[config.mk]
export PLATFORM = sky130hd
export DESIGN_NAME = shared_mem_arbiter
export DESIGN_NICKNAME = d
export VERILOG_FILES = /design/src/rtl/shared_mem_arbiter.sv
export SDC_FILE = /design/constraint.sdc
export NUM_CORES = 1
export LEC_CHECK = 0
export CAP_MARGIN = 10
export CORE_AREA = 2 2 234 236
export CTS_CLUSTER_SIZE = 14
export DETAILED_ROUTE_END_ITERATION = 10
export DIE_AREA = 0 0 236 238
export MAX_ROUTING_LAYER = met4
export SETUP_SLACK_MARGIN = 0.1
export SLEW_MARGIN = 20
export SYNTH_ARGS = -nofsm -noshare
export SYNTH_HDL_FRONTEND = slang
export SYNTH_SLANG_ARGS = --single-unit
[constraint.sdc]
create_clock -name clk -period 4.9 [get_ports clk]
set_clock_uncertainty 0.1 [all_clocks]
set_input_delay 0.49 -clock clk [delete_from_list [all_inputs] [get_ports clk]]
set_output_delay 0.49 -clock clk [all_outputs]
set_load 0.01 [all_outputs]
[src/rtl/shared_mem_arbiter.sv]
// Round-robin arbiter mapping NUM_CORES request channels onto the A/B ports of a
// dual-port word memory, with same-word write conflict avoidance and 1-cycle responses.
module shared_mem_arbiter #(
    parameter int XLEN      = 32,
    parameter int NUM_CORES = 4,
    parameter int MEM_SIZE  = 16384
) (
    input  logic                      clk,
    input  logic                      rst,
    input  logic [NUM_CORES-1:0]      req_valid,
    input  logic [NUM_CORES-1:0]      req_we,
    input  logic [NUM_CORES*XLEN-1:0] req_addr,
    input  logic [NUM_CORES*XLEN-1:0] req_wdata,
    output logic [NUM_CORES-1:0]      req_ready,
    output logic [NUM_CORES-1:0]      rsp_valid,
    output logic [NUM_CORES*XLEN-1:0] rsp_rdata,
    output logic [XLEN-1:0]           mem_addr_a,
    output logic                      mem_we_a,
    output logic [XLEN-1:0]           mem_wdata_a,
    input  logic [XLEN-1:0]           mem_rdata_a,
    output logic [XLEN-1:0]           mem_addr_b,
    output logic                      mem_we_b,
    output logic [XLEN-1:0]           mem_wdata_b,
    input  logic [XLEN-1:0]           mem_rdata_b
);

    localparam int AW = $clog2(MEM_SIZE);
    localparam int IW = $clog2(NUM_CORES);

    // Handshake: a request transfers in any cycle where req_valid & req_ready are both
    // high; a core that sees req_ready low must hold valid/we/addr/wdata stable.

    logic [IW-1:0]   rr_ptr;
    logic [IW-1:0]   rr_ptr_next;
    logic [IW-1:0]   scan_idx;
    logic [IW-1:0]   w0;
    logic [IW-1:0]   w1;
    logic            found0;
    logic            found1;
    logic [XLEN-1:0] addr0;
    logic [XLEN-1:0] addr1;
    logic            conflict;
    logic            grant_a;
    logic            grant_b;

    logic            pa_valid;
    logic [IW-1:0]   pa_id;
    logic            pa_we;
    logic            pb_valid;
    logic [IW-1:0]   pb_id;
    logic            pb_we;

    function automatic logic [IW-1:0] wrap_inc(input logic [IW-1:0] v);
        return (int'(v) == NUM_CORES - 1) ? '0 : v + 1'b1;
    endfunction

    always_comb begin
        found0   = 1'b0;
        found1   = 1'b0;
        w0       = '0;
        w1       = '0;
        scan_idx = '0;
        for (int k = 0; k < NUM_CORES; k++) begin
            scan_idx = IW'((int'(rr_ptr) + k) % NUM_CORES);
            if (req_valid[scan_idx]) begin
                if (!found0) begin
                    found0 = 1'b1;
                    w0     = scan_idx;
                end else if (!found1) begin
                    found1 = 1'b1;
                    w1     = scan_idx;
                end
            end
        end
    end

    assign addr0 = req_addr[w0*XLEN +: XLEN];
    assign addr1 = req_addr[w1*XLEN +: XLEN];

    // Compare only the bits the memory decodes so aliased addresses still conflict.
    assign conflict = found1 && (addr0[AW-1:0] == addr1[AW-1:0]) && (req_we[w0] || req_we[w1]);
    assign grant_a  = found0 && !rst;
    assign grant_b  = found1 && !conflict && !rst;

    always_comb begin
        req_ready = '0;
        if (grant_a) req_ready = req_ready | (NUM_CORES'(1) << w0);
        if (grant_b) req_ready = req_ready | (NUM_CORES'(1) << w1);
    end

    assign mem_addr_a  = grant_a ? addr0 : '0;
    assign mem_we_a    = grant_a ? req_we[w0] : 1'b0;
    assign mem_wdata_a = grant_a ? req_wdata[w0*XLEN +: XLEN] : '0;
    assign mem_addr_b  = grant_b ? addr1 : '0;
    assign mem_we_b    = grant_b ? req_we[w1] : 1'b0;
    assign mem_wdata_b = grant_b ? req_wdata[w1*XLEN +: XLEN] : '0;

    always_comb begin
        rr_ptr_next = rr_ptr;
        if (grant_b)      rr_ptr_next = wrap_inc(w1);
        else if (grant_a) rr_ptr_next = wrap_inc(w0);
    end

    always_ff @(posedge clk) begin
        if (rst) begin
            rr_ptr   <= '0;
            pa_valid <= 1'b0;
            pa_id    <= '0;
            pa_we    <= 1'b0;
            pb_valid <= 1'b0;
            pb_id    <= '0;
            pb_we    <= 1'b0;
        end else begin
            rr_ptr   <= rr_ptr_next;
            pa_valid <= grant_a;
            pa_id    <= w0;
            pa_we    <= mem_we_a;
            pb_valid <= grant_b;
            pb_id    <= w1;
            pb_we    <= mem_we_b;
        end
    end

    // Port A and B always serve different cores, so the two slices never overlap.
    always_comb begin
        rsp_valid = '0;
        rsp_rdata = '0;
        if (pa_valid && !rst) begin
            rsp_valid[pa_id] = 1'b1;
            if (!pa_we) rsp_rdata[pa_id*XLEN +: XLEN] = mem_rdata_a;
        end
        if (pb_valid && !rst) begin
            rsp_valid[pb_id] = 1'b1;
            if (!pb_we) rsp_rdata[pb_id*XLEN +: XLEN] = mem_rdata_b;
        end
    end

endmodule

# ---- After elaboration in Yosys (flattened, before gate mapping)
# Cells that the tools add are included.
dict set report classes {
  n_bitwise 3
  n_addsub 7
  eq_ne 3
  n_reduce_logical 13
  shifts 10
  n_lt_le_gt_ge 10
  n_mux 60
}
# operator count
set op_table {}
lappend op_table {{128-bit two-way mux} 4}
lappend op_table {{128-bit by 8-bit variable part select with 32-bit output} 4}
lappend op_table {{32-bit by 34-bit variable shift with 128-bit output (first input constant)} 2}
lappend op_table {{32-bit by 34-bit variable part select with 128-bit output} 2}
lappend op_table {{128-bit bitwise AND} 1}
lappend op_table {{128-bit bitwise mux} 1}
lappend op_table {{32-bit two-way mux} 4}
lappend op_table {{7-bit negation with 34-bit output} 2}
lappend op_table {{2-bit two-way mux} 19}
lappend op_table {{2-bit by 3-bit < comparator with 1-bit output (second input constant)} 8}
lappend op_table {{1-bit two-way mux} 20}
lappend op_table {{4-bit two-way mux} 4}
lappend op_table {{14-bit == test} 1}
lappend op_table {{1-bit binary-select mux with 2-bit select} 6}
lappend op_table {{1-bit logical AND} 9}
lappend op_table {{4-bit bitwise OR} 2}
lappend op_table {{1-bit by 2-bit << shifter with 4-bit output (first input constant)} 2}
lappend op_table {{2-bit by 1-bit adder with 2-bit output (second input constant)} 3}
lappend op_table {{2-bit adder (second input constant)} 2}
lappend op_table {{1-bit demux with 2-bit select} 2}
lappend op_table {{2-bit by 1-bit == test with 1-bit output (second input constant)} 2}
lappend op_table {{2-bit by 1-bit >= comparator with 1-bit output (second input constant)} 2}
lappend op_table {{1-bit zero test} 2}
lappend op_table {{2-bit nonzero test} 1}
lappend op_table {{1-bit logical OR} 1}
dict set report word_totals {
  reg_bits 10
  output_inout_bits 266
  in_bits 330
  word_cells 113
}

# ---- Logic depth before layout (Yosys ltp)
dict set report logic_depth {
  ltp_word 19
  mapped_depth 19
  ltp_nobuf 14
}

# ---- Worst setup path after synthesis
# OpenSTA, ideal clock, no wires.
dict set report synth_path {
  path_type {register to output}
  start {register rr_ptr[0]}
  end {output port req_ready[0]}
  path_buffers 5
  setup_slack_ns 0.785
  path_stages_with_launch 20
  arrival_ns 3.525
  t_required_ns 4.310
  path_cell_list {dfxtp_1 > buf_2 > buf_2 > inv_1 > nand2_1 > a31oi_1 > ha_1 > a32oi_1 > nor2_1 > a311oi_2 > buf_4 > buf_4 > mux2i_1 > xnor2_1 > nand4_1 > nor2_1 > a21o_4 > inv_4 > buf_6 > a22o_1}
}
dict set report synth_via {
  elab_chain_len 19
  elab_cells_between_ends 55
  classes_between {3 x add/sub; 1 x eq/ne; 4 x shift; 39 x mux; 1 x bitwise; 7 x reduce/logical}
}
# item line_no
set synth_lines {}
lappend synth_lines {{start, declared} 33} ;# logic [IW-1:0] rr_ptr;
lappend synth_lines {{start signal, assigned} 114} ;# rr_ptr <= rr_ptr_next;
lappend synth_lines {{branches (longest 18 deep; another with 2-bit by 1-bit adder with 2-bit output)} --}
lappend synth_lines {{4-bit two-way mux *} 88} ;# if (grant_b) req_ready = req_ready | (NUM_CORES'(1) << w1);
lappend synth_lines {{end, declared} 14} ;# output logic [NUM_CORES-1:0] req_ready,
# Mark *: on every way between the ends. The select of a mux whose other input is x is not followed.

# ---- Worst setup path in the final report
# Ends and elaborated chain as after synthesis.

==> metrics.log <==
[metrics] worst-case headroom to the max-slew limit: 0.473
[metrics] maximum fanout encountered on the critical timing path: 9
[metrics] root buffer cell: sky130_fd_sc_hd__clkbuf_16
[metrics] die height: 238 µm
[metrics] chip width: about 240 µm
[metrics] Num CTS Buffers: 3
[metrics] cell with the biggest individual delay on the critical path: sky130_fd_sc_hd__dfxtp_4
[metrics] Syn Std Cell Area: about 7000 µm²
[metrics] setup slack at placement: -600 ps
[metrics] register-to-register setup slack: 990 ps
[metrics] sequential share of the synthesized area: 0.0285
[metrics] power density over the cells: 242 nW/µm²
[metrics] global-route wire length before repair: between 60 and 70 mm
[metrics] number of nets with antenna violations after routing: 0
[metrics] cell area after placement: approximately 14000 µm²
[metrics] Iteration-0 DRC Markers: 406
[metrics] fin crit period: 4710 ps
[metrics] global-route congestion overflow total: 0
[metrics] required time of the critical path: 4310 ps
[metrics] family of cells with the greatest summed delay on the critical path: compound AO/OA/AOI/OAI gates
[metrics] signal arrival time at the worst endpoint: 4120 ps
[metrics] final cycle utilization of the critical path: 0.961
[metrics] standard-cell row count: between 80 and 90
[metrics] count of pins on the block boundary: 596
[metrics] maximum root-to-sink buffer count: 2
[metrics] Total GRT Usage: 0.165
[metrics] kind of start point of the critical path: flop
[metrics] initial antenna violation count: 8
[metrics] Most Frequent Cell on Critical Path: sky130_fd_sc_hd__buf_4
[metrics] via/cell ratio: between 4 and 5
[metrics] critical-path cell list: buf_4 -> a211oi_4 -> a31oi_2 -> ha_2 -> a32oi_1 -> nor2_1 -> a311oi_4 -> buf_4 -> bufbuf_16 -> mux4_2 -> xnor2_1 -> nand4_1 -> nor2_4 -> a21o_4 -> inv_16 -> buf_4 -> a22o_1 -> dlygate4sd2_1
[metrics] syn nets: ~1.2k
[metrics] # hold bufs at CTS: 0
[metrics] VDD IR-drop max: 0.127 mV
[metrics] critical path endpoint category: output port
[metrics] Synth cell types: 62
[metrics] number of global-route vias before repair: ~11k
[metrics] placed wire-length estimate after detailed placement: a little under 40 mm
[metrics] clock latency of the later-clocked register in the worst-skew pair: 240 ps
[metrics] largest net degree at the start of global routing: 49
[metrics] vias after detailed routing: roughly 10k
[metrics] Hold Path Stages: 2
[metrics] area of the die: 56200 µm²
[metrics] startpoint of the worst register-to-register path: rr_ptr[0]$_SDFFE_PP0P_
[metrics] post-layout total power: 3.56 mW
[metrics] slew at the pin with the worst max-slew slack: 789 ps
[metrics] H-tree Lvls: 1
[metrics] final max-slew violation count: 0
[metrics] Hold Path End: rr_ptr[0]$_SDFFE_PP0P_
[metrics] fraction of layout cells with a size suffix above 1: 0.192
[metrics] flip-flop cell with the highest count after synthesis: sky130_fd_sc_hd__dfxtp_1
[metrics] clock edge transition at the registers on the reported setup and hold paths: 40 ps
[metrics] run status: finished, final reports clean
[metrics] FF+latch count, synth: 10
[metrics] count of flip-flops with a built-in enable after synthesis: 0
[metrics] CTS Sinks: 10
[metrics] kind of path behind the tightest hold check: flop to flop
[metrics] drt pass-1 iters: 5
[metrics] slack of the critical path: 191 ps
[metrics] share of the core filled with cells in the final layout: 0.276
[metrics] placeable core region: 53500 µm²
[metrics] RSZ-0062 raised after global routing: true
[metrics] kind of critical path: flop to output port
[metrics] TritonCTS clock tree: done
[metrics] number of cells produced by synthesis: 846
[metrics] fraction of synthesis flops using an asynchronous set or reset pin: 0
[metrics] number of violations of the max-capacitance limit: 0
[metrics] final count of negative-setup-slack endpoints: 0
[metrics] routed length per instance: roughly 22 µm
[metrics] quantity of I/O buffers inserted on ports: 595
[metrics] Layout Area Growth over Synthesis: 110%
[metrics] Final Routed Wirelength: 48.7 mm
[metrics] depth of the worst register-to-register path: 18
[metrics] CP bufs+invs: 6
[metrics] endpoint of the most critical register-to-register path: pb_we$_SDFF_PP0_
[metrics] number of nets in the layout: 1827
[metrics] FMAX: 0.212 GHz
[metrics] leakage power figure: 5.88 nW
[metrics] number of warnings printed during yosys synthesis: 0
[metrics] per-instance average area after synthesis: between 8 and 9 µm²
[metrics] post-detailed-route DRC marker count: 0
[metrics] hold violation count in the final report: 0
[metrics] effective utilization at floorplan: 0.131
[metrics] global placement routability congestion: 0.901
[metrics] final instance area: 14700 µm²
[metrics] critical hold path startpoint: rr_ptr[0]$_SDFFE_PP0P_
[metrics] biggest cell delay along the critical path: around 360 ps
## area by class of cell
type	count	area, µm²
repair inverters	3	33.8
multi-input cells	723	6560
clock buffers	3	75.1
repair buffers	717	6910
inverters	16	76.3
fillers	5732	38700
well taps	696	871
flip-flops and latches	10	204
diodes	5	12.5
## sequential cells by signal, summed over array words and instances, names as in the netlist
name and flops:
pb_we 1, pb_id 2, rr_ptr 2, pa_we 1, pb_valid 1, pa_id 2
pa_valid 1
## worst max path at each step
stage	from	to	slack (ps)	cells past startpoint
CTS	req_valid[0]	req_ready[0]	100	19
global route	req_valid[2]	req_ready[0]	30	17
floorplan	rr_ptr[0]$_SDFFE_PP0P_	req_ready[0]	780	19
global placement	req_valid[3]	mem_wdata_b[26]	-520	16
finish	rr_ptr[0]$_SDFFE_PP0P_	req_ready[0]	190	18
detailed placement	req_valid[0]	mem_wdata_b[26]	-600	18
## cell usage in the layout, fill, tap and decap left out, types with 3 or more instances in the layout
cell,netlist,layout
sky130_fd_sc_hd__a211oi_1,56,54
sky130_fd_sc_hd__xor2_1,4,3
sky130_fd_sc_hd__diode_2,0,5
sky130_fd_sc_hd__mux4_2,65,65
sky130_fd_sc_hd__buf_6,4,3
sky130_fd_sc_hd__dlygate4sd2_1,0,4
sky130_fd_sc_hd__inv_1,14,13
sky130_fd_sc_hd__a21o_1,3,3
sky130_fd_sc_hd__o22ai_1,3,3
sky130_fd_sc_hd__mux2_2,3,3
sky130_fd_sc_hd__mux2i_1,90,87
sky130_fd_sc_hd__xnor2_1,11,9
sky130_fd_sc_hd__a22o_1,132,132
sky130_fd_sc_hd__clkbuf_16,0,3
sky130_fd_sc_hd__and3_1,51,51
sky130_fd_sc_hd__a211oi_4,0,4
sky130_fd_sc_hd__nand2_1,117,117
sky130_fd_sc_hd__a22oi_1,5,5
sky130_fd_sc_hd__o21ai_0,4,3
sky130_fd_sc_hd__nor2_1,14,12
sky130_fd_sc_hd__ha_1,23,22
sky130_fd_sc_hd__clkdlybuf4s15_1,0,24
sky130_fd_sc_hd__buf_4,5,104
sky130_fd_sc_hd__nand4_1,3,3
sky130_fd_sc_hd__o21ai_1,3,3
sky130_fd_sc_hd__nand3b_1,3,3
sky130_fd_sc_hd__dfxtp_1,10,9
sky130_fd_sc_hd__a21oi_1,4,3
sky130_fd_sc_hd__buf_12,0,19
sky130_fd_sc_hd__and2_1,83,83
sky130_fd_sc_hd__clkbuf_2,1,42
sky130_fd_sc_hd__clkdlybuf4s50_1,0,519
## where the power goes
part | total, mW | internal [mW] | leakage (nW) | switching [mW]
sequential | 0.116 | 0.0966 | 0.0837 | 0.0195
combinational | 3.31 | 1.76 | 5.76 | 1.55
clock | 0.141 | 0.106 | 0.0370 | 0.0351
## synth_stat cells, types with 2 or more instances
| library cell | number | area, µm² |
|---|---|---|
| sky130_fd_sc_hd__o22ai_1 | 3 | 18.8 |
| sky130_fd_sc_hd__inv_1 | 14 | 52.6 |
| sky130_fd_sc_hd__and2_1 | 83 | 519 |
| sky130_fd_sc_hd__nand2_1 | 117 | 439 |
| sky130_fd_sc_hd__nor2_1 | 14 | 52.6 |
| sky130_fd_sc_hd__o21ai_1 | 3 | 15.0 |
| sky130_fd_sc_hd__clkbuf_1 | 69 | 259 |
| sky130_fd_sc_hd__a21oi_1 | 4 | 20.0 |
| sky130_fd_sc_hd__and3_1 | 51 | 319 |
| sky130_fd_sc_hd__o21ai_0 | 4 | 20.0 |
| sky130_fd_sc_hd__mux4_2 | 65 | 1460 |
| sky130_fd_sc_hd__dfxtp_1 | 10 | 200 |
| sky130_fd_sc_hd__o211ai_1 | 2 | 15.0 |
| sky130_fd_sc_hd__buf_4 | 5 | 37.5 |
| sky130_fd_sc_hd__buf_2 | 17 | 85.1 |
| sky130_fd_sc_hd__nand2b_1 | 3 | 18.8 |
| sky130_fd_sc_hd__or3b_2 | 2 | 17.5 |
| sky130_fd_sc_hd__a32oi_1 | 2 | 17.5 |
| sky130_fd_sc_hd__a22o_1 | 132 | 1160 |
| sky130_fd_sc_hd__ha_1 | 23 | 288 |
| sky130_fd_sc_hd__o221ai_1 | 2 | 17.5 |
| sky130_fd_sc_hd__a21o_1 | 3 | 22.5 |
| sky130_fd_sc_hd__o32ai_1 | 3 | 26.3 |
| sky130_fd_sc_hd__a31oi_1 | 2 | 12.5 |
| sky130_fd_sc_hd__xnor2_1 | 11 | 96.3 |
| sky130_fd_sc_hd__a211oi_2 | 2 | 25.0 |
| sky130_fd_sc_hd__mux2_2 | 3 | 33.8 |
| sky130_fd_sc_hd__nor2b_1 | 2 | 12.5 |
| sky130_fd_sc_hd__nand4_1 | 3 | 18.8 |
| sky130_fd_sc_hd__o2111ai_1 | 2 | 17.5 |
| sky130_fd_sc_hd__xor2_1 | 4 | 35.0 |
| sky130_fd_sc_hd__buf_6 | 4 | 45.0 |
| sky130_fd_sc_hd__a211oi_1 | 56 | 420 |
| sky130_fd_sc_hd__nor3b_1 | 3 | 22.5 |
| sky130_fd_sc_hd__nand3b_1 | 3 | 22.5 |
| sky130_fd_sc_hd__mux2i_1 | 90 | 901 |
| sky130_fd_sc_hd__a22oi_1 | 5 | 37.5 |
## stage by stage
stage | cells | hold WS [ps] | setup TNS [ps]
after floorplan | 846 | 669 | 0
after global placement | 2133 | 562 | -30150
after detailed placement | 2133 | 562 | -35060
after CTS | 2148 | 567 | 0
after global routing | 2172 | 601 | 0
final | 2173 | 544 | 0
## metal layers
metal,part of all wire,global-route usage,routed length (µm)
met5,0,-,0
met4,0.020,0.0320,971
met3,0.076,0.0302,3720
met2,0.53,0.307,25700
met1,0.38,0.185,18400
## worst min-delay path: cells and delay by family, from the launching register on
kind / cells / cell delay [ps]
flip-flops: 1 / 360
AO/OA/AOI/OAI: 2 / 240
## repair_timing
action                     4_1_cts  5_1_grt
pin swaps                        9        9
gates resized for setup         87      132
setup buffers                   10       18
cloned                           2        2
setup endpoints to repair       90       72
## logic make-up after synthesis
| family | Yosys count | share of synthesized area |
|---|---|---|
| multiplexers | 159 | 0.343 |
| flip-flops | 10 | 0.0285 |
| XOR/XNOR | 15 | 0.0187 |
| AO/OA/AOI/OAI | 236 | 0.281 |
| buffers and inverters | 113 | 0.0708 |
| adder cells (fa/ha/maj) | 24 | 0.0424 |
| AND/OR/NAND/NOR | 289 | 0.216 |
Note: power is estimated with default switching activity, not from simulation.
